--- src/rtl/pt_pkg.sv ---
// rtl/pt_pkg.sv - shared constants and types for the PT2262 transmit scheduler
package pt_pkg;

    localparam int PT_CODE_W       = 24;
    localparam int PT_FRAME_CYCLES = 512;

    typedef enum logic [2:0] {
        IDLE,
        LOAD,
        ARM,
        SEND,
        GAP
    } pt_state_e;

    localparam logic [1:0] PT_TRIT_ZERO  = 2'b00;
    localparam logic [1:0] PT_TRIT_ONE   = 2'b01;
    localparam logic [1:0] PT_TRIT_FLOAT = 2'b10;

endpackage

--- src/rtl/pt_tx_sched_rr_arb2.sv ---
// rtl/pt_tx_sched_rr_arb2.sv - two-way round-robin arbiter with last-grant register
module rr_arb2 (
    input  logic       clk,
    input  logic       rst,
    input  logic       en,
    input  logic [1:0] req,
    output logic [1:0] gnt
);

    // last_q holds the index granted most recently; reset to 1 so req0 wins first
    logic last_q;
    logic last_d;

    always_comb begin
        gnt = 2'b00;
        if (en) begin
            case (req)
                2'b01:   gnt = 2'b01;
                2'b10:   gnt = 2'b10;
                2'b11:   gnt = last_q ? 2'b01 : 2'b10;
                default: gnt = 2'b00;
            endcase
        end
        last_d = last_q;
        if (gnt[0]) begin
            last_d = 1'b0;
        end else if (gnt[1]) begin
            last_d = 1'b1;
        end
    end

    always_ff @(posedge clk or posedge rst) begin
        if (rst) begin
            last_q <= 1'b1;
        end else begin
            last_q <= last_d;
        end
    end

endmodule

--- src/rtl/pt_tx_sched.sv ---
// rtl/pt_tx_sched.sv - shares one PT2262 encoder between two requesters, replays bursts, watchdog
import pt_pkg::*;

module pt_tx_sched #(
    parameter int REPEATS    = 4,
    parameter int GAP_CYCLES = 16,
    parameter int TIMEOUT    = 1024
) (
    input  logic                 clk,
    input  logic                 rst,
    input  logic                 req0_valid,
    input  logic [PT_CODE_W-1:0] req0_ad,
    output logic                 req0_ready,
    input  logic                 req1_valid,
    input  logic [PT_CODE_W-1:0] req1_ad,
    output logic                 req1_ready,
    output logic                 enc_ld,
    output logic [PT_CODE_W-1:0] enc_ad,
    input  logic                 enc_done,
    output logic                 busy,
    output logic                 grant_id,
    output logic                 err_timeout,
    output logic [15:0]          bursts_sent
);

    localparam int WW = $clog2(TIMEOUT);
    localparam int GW = (GAP_CYCLES > 1) ? $clog2(GAP_CYCLES) : 1;
    localparam logic [3:0]    REP_LAST = 4'(REPEATS - 1);
    localparam logic [WW-1:0] WD_LAST  = WW'(TIMEOUT - 1);
    localparam logic [GW-1:0] GAP_LAST = GW'((GAP_CYCLES > 0) ? GAP_CYCLES - 1 : 0);

    pt_state_e            state_q, state_d;
    logic [PT_CODE_W-1:0] enc_ad_q, enc_ad_d;
    logic                 grant_q, grant_d;
    logic [3:0]           rep_q, rep_d;
    logic [WW-1:0]        wd_q, wd_d;
    logic [GW-1:0]        gap_q, gap_d;
    logic [15:0]          bursts_q, bursts_d;
    logic                 err_q, err_d;
    logic [1:0]           gnt;

    // The encoder has no reset, so only grant once it reports idle
    rr_arb2 u_arb (
        .clk (clk),
        .rst (rst),
        .en  ((state_q == IDLE) && enc_done),
        .req ({req1_valid, req0_valid}),
        .gnt (gnt)
    );

    always_comb begin
        state_d  = state_q;
        enc_ad_d = enc_ad_q;
        grant_d  = grant_q;
        rep_d    = rep_q;
        wd_d     = wd_q;
        gap_d    = gap_q;
        bursts_d = bursts_q;
        err_d    = 1'b0;
        case (state_q)
            IDLE: begin
                if (gnt[0]) begin
                    enc_ad_d = req0_ad;
                    grant_d  = 1'b0;
                    rep_d    = REP_LAST;
                    state_d  = LOAD;
                end else if (gnt[1]) begin
                    enc_ad_d = req1_ad;
                    grant_d  = 1'b1;
                    rep_d    = REP_LAST;
                    state_d  = LOAD;
                end
            end
            LOAD: begin
                wd_d    = '0;
                state_d = ARM;
            end
            ARM: begin
                wd_d = wd_q + 1'b1;
                if (!enc_done) begin
                    state_d = SEND;
                end else if (wd_q == WD_LAST) begin
                    state_d = IDLE;
                    err_d   = 1'b1;
                end
            end
            SEND: begin
                wd_d = wd_q + 1'b1;
                if (enc_done) begin
                    if (rep_q != 4'd0) begin
                        rep_d   = rep_q - 1'b1;
                        state_d = LOAD;
                    end else begin
                        bursts_d = bursts_q + 1'b1;
                        gap_d    = '0;
                        state_d  = (GAP_CYCLES == 0) ? IDLE : GAP;
                    end
                end else if (wd_q == WD_LAST) begin
                    state_d = IDLE;
                    err_d   = 1'b1;
                end
            end
            GAP: begin
                if (gap_q == GAP_LAST) begin
                    state_d = IDLE;
                end else begin
                    gap_d = gap_q + 1'b1;
                end
            end
            default: state_d = IDLE;
        endcase
    end

    always_ff @(posedge clk or posedge rst) begin
        if (rst) begin
            state_q  <= IDLE;
            enc_ad_q <= '0;
            grant_q  <= 1'b0;
            rep_q    <= '0;
            wd_q     <= '0;
            gap_q    <= '0;
            bursts_q <= '0;
            err_q    <= 1'b0;
        end else begin
            state_q  <= state_d;
            enc_ad_q <= enc_ad_d;
            grant_q  <= grant_d;
            rep_q    <= rep_d;
            wd_q     <= wd_d;
            gap_q    <= gap_d;
            bursts_q <= bursts_d;
            err_q    <= err_d;
        end
    end

    assign req0_ready  = gnt[0];
    assign req1_ready  = gnt[1];
    assign enc_ld      = (state_q == LOAD);
    assign enc_ad      = enc_ad_q;
    assign busy        = (state_q != IDLE);
    assign grant_id    = grant_q;
    assign err_timeout = err_q;
    assign bursts_sent = bursts_q;

endmodule

--- config.mk ---
export PLATFORM = sky130hd
export DESIGN_NAME = pt_tx_sched
export DESIGN_NICKNAME = d
export VERILOG_FILES = /design/src/rtl/pt_pkg.sv /design/src/rtl/pt_tx_sched_rr_arb2.sv /design/src/rtl/pt_tx_sched.sv
export SDC_FILE = /design/constraint.sdc
export NUM_CORES = 1
export LEC_CHECK = 0
export ABC_AREA = 1
export CAP_MARGIN = 20
export CORE_UTILIZATION = 50
export CTS_BUF_LIST = sky130_fd_sc_hd__clkbuf_4 sky130_fd_sc_hd__clkbuf_8
export CTS_CLUSTER_DIAMETER = 50
export DETAILED_ROUTE_END_ITERATION = 16
export GPL_TIMING_DRIVEN = 0
export PLACE_DENSITY = 0.83
export SYNTH_ARGS = -nofsm -noshare
export SYNTH_HDL_FRONTEND = slang
export SYNTH_SLANG_ARGS = --single-unit
--- constraint.sdc ---
create_clock -name clk -period 2.7 [get_ports clk]
set_input_delay 0.405 -clock clk [delete_from_list [all_inputs] [get_ports clk]]
set_output_delay 0.405 -clock clk [all_outputs]
set_load 0.005 [all_outputs]
==> summary.md <==
| Metric | Value |
|---|---|
| Run status | `finished, final reports clean` |
| Psw | `approximately 1.5 mW` |
| Worst relative slew slack | `between 40% and 50%` |
| Area Overhead vs Synth | `37.0%` |
| Vias in the first global route | `3334` |
| Gr ovfl total | `0` |
| Setup crit start kind | `flip-flop` |
| Clk_lat worst skew | `0.35 ns` |
| Ant diodes | `0` |
| First-pass DRT Iterations | `5` |
| Worst Setup SP | `state_q[1]` |
| Final setup vio count | `0` |
| Vias post-DR | `3459` |
| Initial Util | `52.3%` |
| # port buffers | `98` |
| CTS buffer count | `9` |
| Slew Viols, Final | `0` |
| GRT met3 Usage | `8.10%` |
| CP max FO | `10` |
| Share of cells above drive strength 1 | `7.80%` |
| Met2 GRT Util | `41.2%` |
| CP arrival | `2.16 ns` |
| Sequential share of the synthesized area | `44.6%` |
| TritonCTS clock tree | `yes` |
| Hold Startpoint | `enc_ad[13]` |
| # hold bufs at CTS | `0` |
| Total GRT Usage | `between 20 and 30%` |
| Clock root buffer | `clkbuf_8` |
| Worst vdd ir | `roughly 0.38 mV` |
| Reg clk slew, reported paths | `0.08 ns` |
| YS warnings | `0` |
| Area share of the largest cell type after synthesis | `43.9%` |
| Fill cells | `518` |
| Syn Inst Count | `475` |
| First-pass GRT wire length | `approximately 15000 um` |
| Reg-to-Reg Start | `rep_q[0]` |
| Final setup skew | `0.00852 ns` |
| Unrepaired setup endpoints after global routing | `false` |
| FF+latch count, synth | `64` |
| Setup Crit Path Kind | `flip-flop to primary output` |
| Maximum clock path buffer count | `2` |
| Die X-Extent | `about 87 um` |
| Average size of a mapped cell | `between 7 and 8 um^2` |
| Mean number of vias per cell | `5.04` |
| Net count after synthesis | `532` |
| Met1 GRT Util | `30.5%` |
| Die area | `7520 um^2` |
| CP peak stage delay | `0.51 ns` |
| Post-CTS Setup Bufs | `0` |
| PwrDens | `835 nW/um^2` |
| DR iter-0 viols | `between 150 and 200` |
| Drt total wl | `8680 um` |
| Clock Sinks | `64` |
| CP max-delay cell | `clkdlybuf4s50_1` |
| Total core area | `6870 um^2` |
| H-tree level count | `3` |
| Post-CTS sizing | `0` |
| Initial antenna violation count | `0` |
| Die H | `86.7 um` |
| Synth area leader | `dfrtp_1` |
| CP Capture Type | `primary output` |
| Pint | `2.58 mW` |
| Crit-path cells | `inv_2, nand3_4, inv_2, nand2_4, nor2_4, buf_4, clkdlybuf4s50_1` |
| Synth area leaders | `dfrtp_1, nand2_1, nand3_1` |
| Min Hold Slack | `0.480 ns` |
| WL/cell | `approximately 13 um` |
| Most common cell on crit path | `inv_2` |
| RePlAce Congestion | `0.827` |
| Clock power frac | `between 20% and 30%` |
| Final setup TNS | `0 ns` |
| Sequential Power Share | `roughly 37%` |
| Busiest layer in global routing | `met2` |
| Hpwl dp | `approximately 6500 um` |
| Fin nets | `642` |
| Max-Cap Viols | `0` |
| WP data required | `2.30 ns` |
| Largest net degree at the start of global routing | `36` |
| Static leakage | `2.35 nW` |
| Fin crit period | `~2.6 ns` |
| Synth cell types | `32` |
| Antenna Violating Nets Remaining | `0` |
| Remaining DRCs | `0` |
| Top Ports | `99` |
| Endpoints failing hold | `0` |
| Worst hold path type | `flip-flop to flip-flop` |
| F_max | `390 MHz` |
| Crit share post-route | `between 90% and 100%` |
| Measured slew at the worst slew-check pin | `approximately 0.75 ns` |
| Mapped Area | `3590 um^2` |
| Row count | `30` |
| Share of total power in combinational logic | `roughly 42%` |
| Switching Share | `37.3%` |
==> path summary, 6_finish.rpt <==
path / endpoint / slack [ns] / cells past startpoint
hold reg to reg: enc_ad[13] / 0.48 / 2
min in group asynchronous: enc_ad[12] / 0.50 / 2
setup / recovery: req0_ready / 0.14 / 7
max in group asynchronous: u_arb.last_q / 1.52 / 3
setup reg to reg: bursts_sent[9] / 0.84 / 9
hold / removal: enc_ad[13] / 0.48 / 2
==> critical path, delay by kind of cell, from the launching register on <==
| kind | cells | cell delay [ns] |
|---|---|---|
| and+or+nand+nor | 3 | 0.37 |
| buffers and inverters | 4 | 0.97 |
| DFF | 1 | 0.47 |
==> sequential cells by signal, indices dropped and copies added, names as in the netlist <==
register      count
state_q           3
enc_ad           24
rep_q             4
grant_id          1
gap_q             4
wd_q             10
bursts_sent      16
err_timeout       1
u_arb.last_q      1
==> cell usage after synthesis <==
library cell    n
nor2_2          1
ha_1            4
buf_2           4
buf_4           5
nand3b_1        4
a21oi_1         6
o21ai_2         1
nor2_1         30
nand4_1         6
nor2_4          4
o21ai_0        19
o21bai_1       25
and2_1          1
dfstp_2         1
xor2_1          6
dfrtp_1        63
nor3_1          4
nand3_1        44
nand2_1       168
a21oi_2         1
o21a_1          1
nand2_4         2
and3_1          1
xnor2_1         6
a22oi_1         1
o21ai_4         1
nor3_4          1
inv_1          56
nand3_4         1
inv_2           5
clkbuf_1        2
nand2_2         1
==> cells in the final DEF, fill, tap and decap left out, types with 5 or more instances in the layout <==
master / count
xnor2_1: 6
nor2_1: 30
a21oi_1: 6
nand2_1: 168
buf_4: 5
o21ai_0: 19
nand3_1: 44
dfrtp_1: 63
nand4_1: 6
clkdlybuf4s50_1: 98
clkbuf_8: 10
o21bai_1: 25
xor2_1: 6
inv_2: 6
inv_1: 55
==> power by group through the flow <==
stage	logic [mW]	clock network [mW]	registers (mW)
final	1.73	0.854	1.52
after global routing	1.94	0.898	1.56
after CTS	1.74	0.857	1.52
after detailed placement	1.72	0	1.52
after global placement	1.66	0	1.52
after floorplan	0.917	0	1.51
==> per-layer routing <==
metal	part of all wire [%]	wire length (um)
met1	42	3610
met2	48	4150
met3	8.6	749
met4	1.9	168
met5	0	0
==> cell families after synthesis <==
family,synth area share (%)
and+or+nand+nor,32.8
xor gates and xnor gates,2.93
adders and majority gates,1.39
DFF,44.6
AOI/OAI and AO/OA,10.1
buffers and inverters,8.19
==> stage by stage <==
stage	setup WS (ns)	util (%)	instance area (um^2)	std cells	power (mW)
after floorplan	0.699	-	3590	475	2.43
after global placement	-0.387	68.3	4690	669	3.18
after detailed placement	0.170	68.6	4710	670	3.25
after CTS	0.113	71.6	4920	686	4.11
after global routing	0.0215	71.6	4920	686	4.40
final	0.138	71.6	4920	686	4.11
==> cell type report <==
cell class              count  area [um^2]  area share (%)
flip-flops and latches     64         1600            32.6
repair buffers             99         1000            20.4
clock inverters             6         68.8            1.40
clock buffers              10          138            2.80
well taps                  96          120            2.44
inverters                  61          229            4.66
multi-input cells         339         1690            34.4
plain buffers              11         65.1            1.32
(Power assumes the default switching activity.)
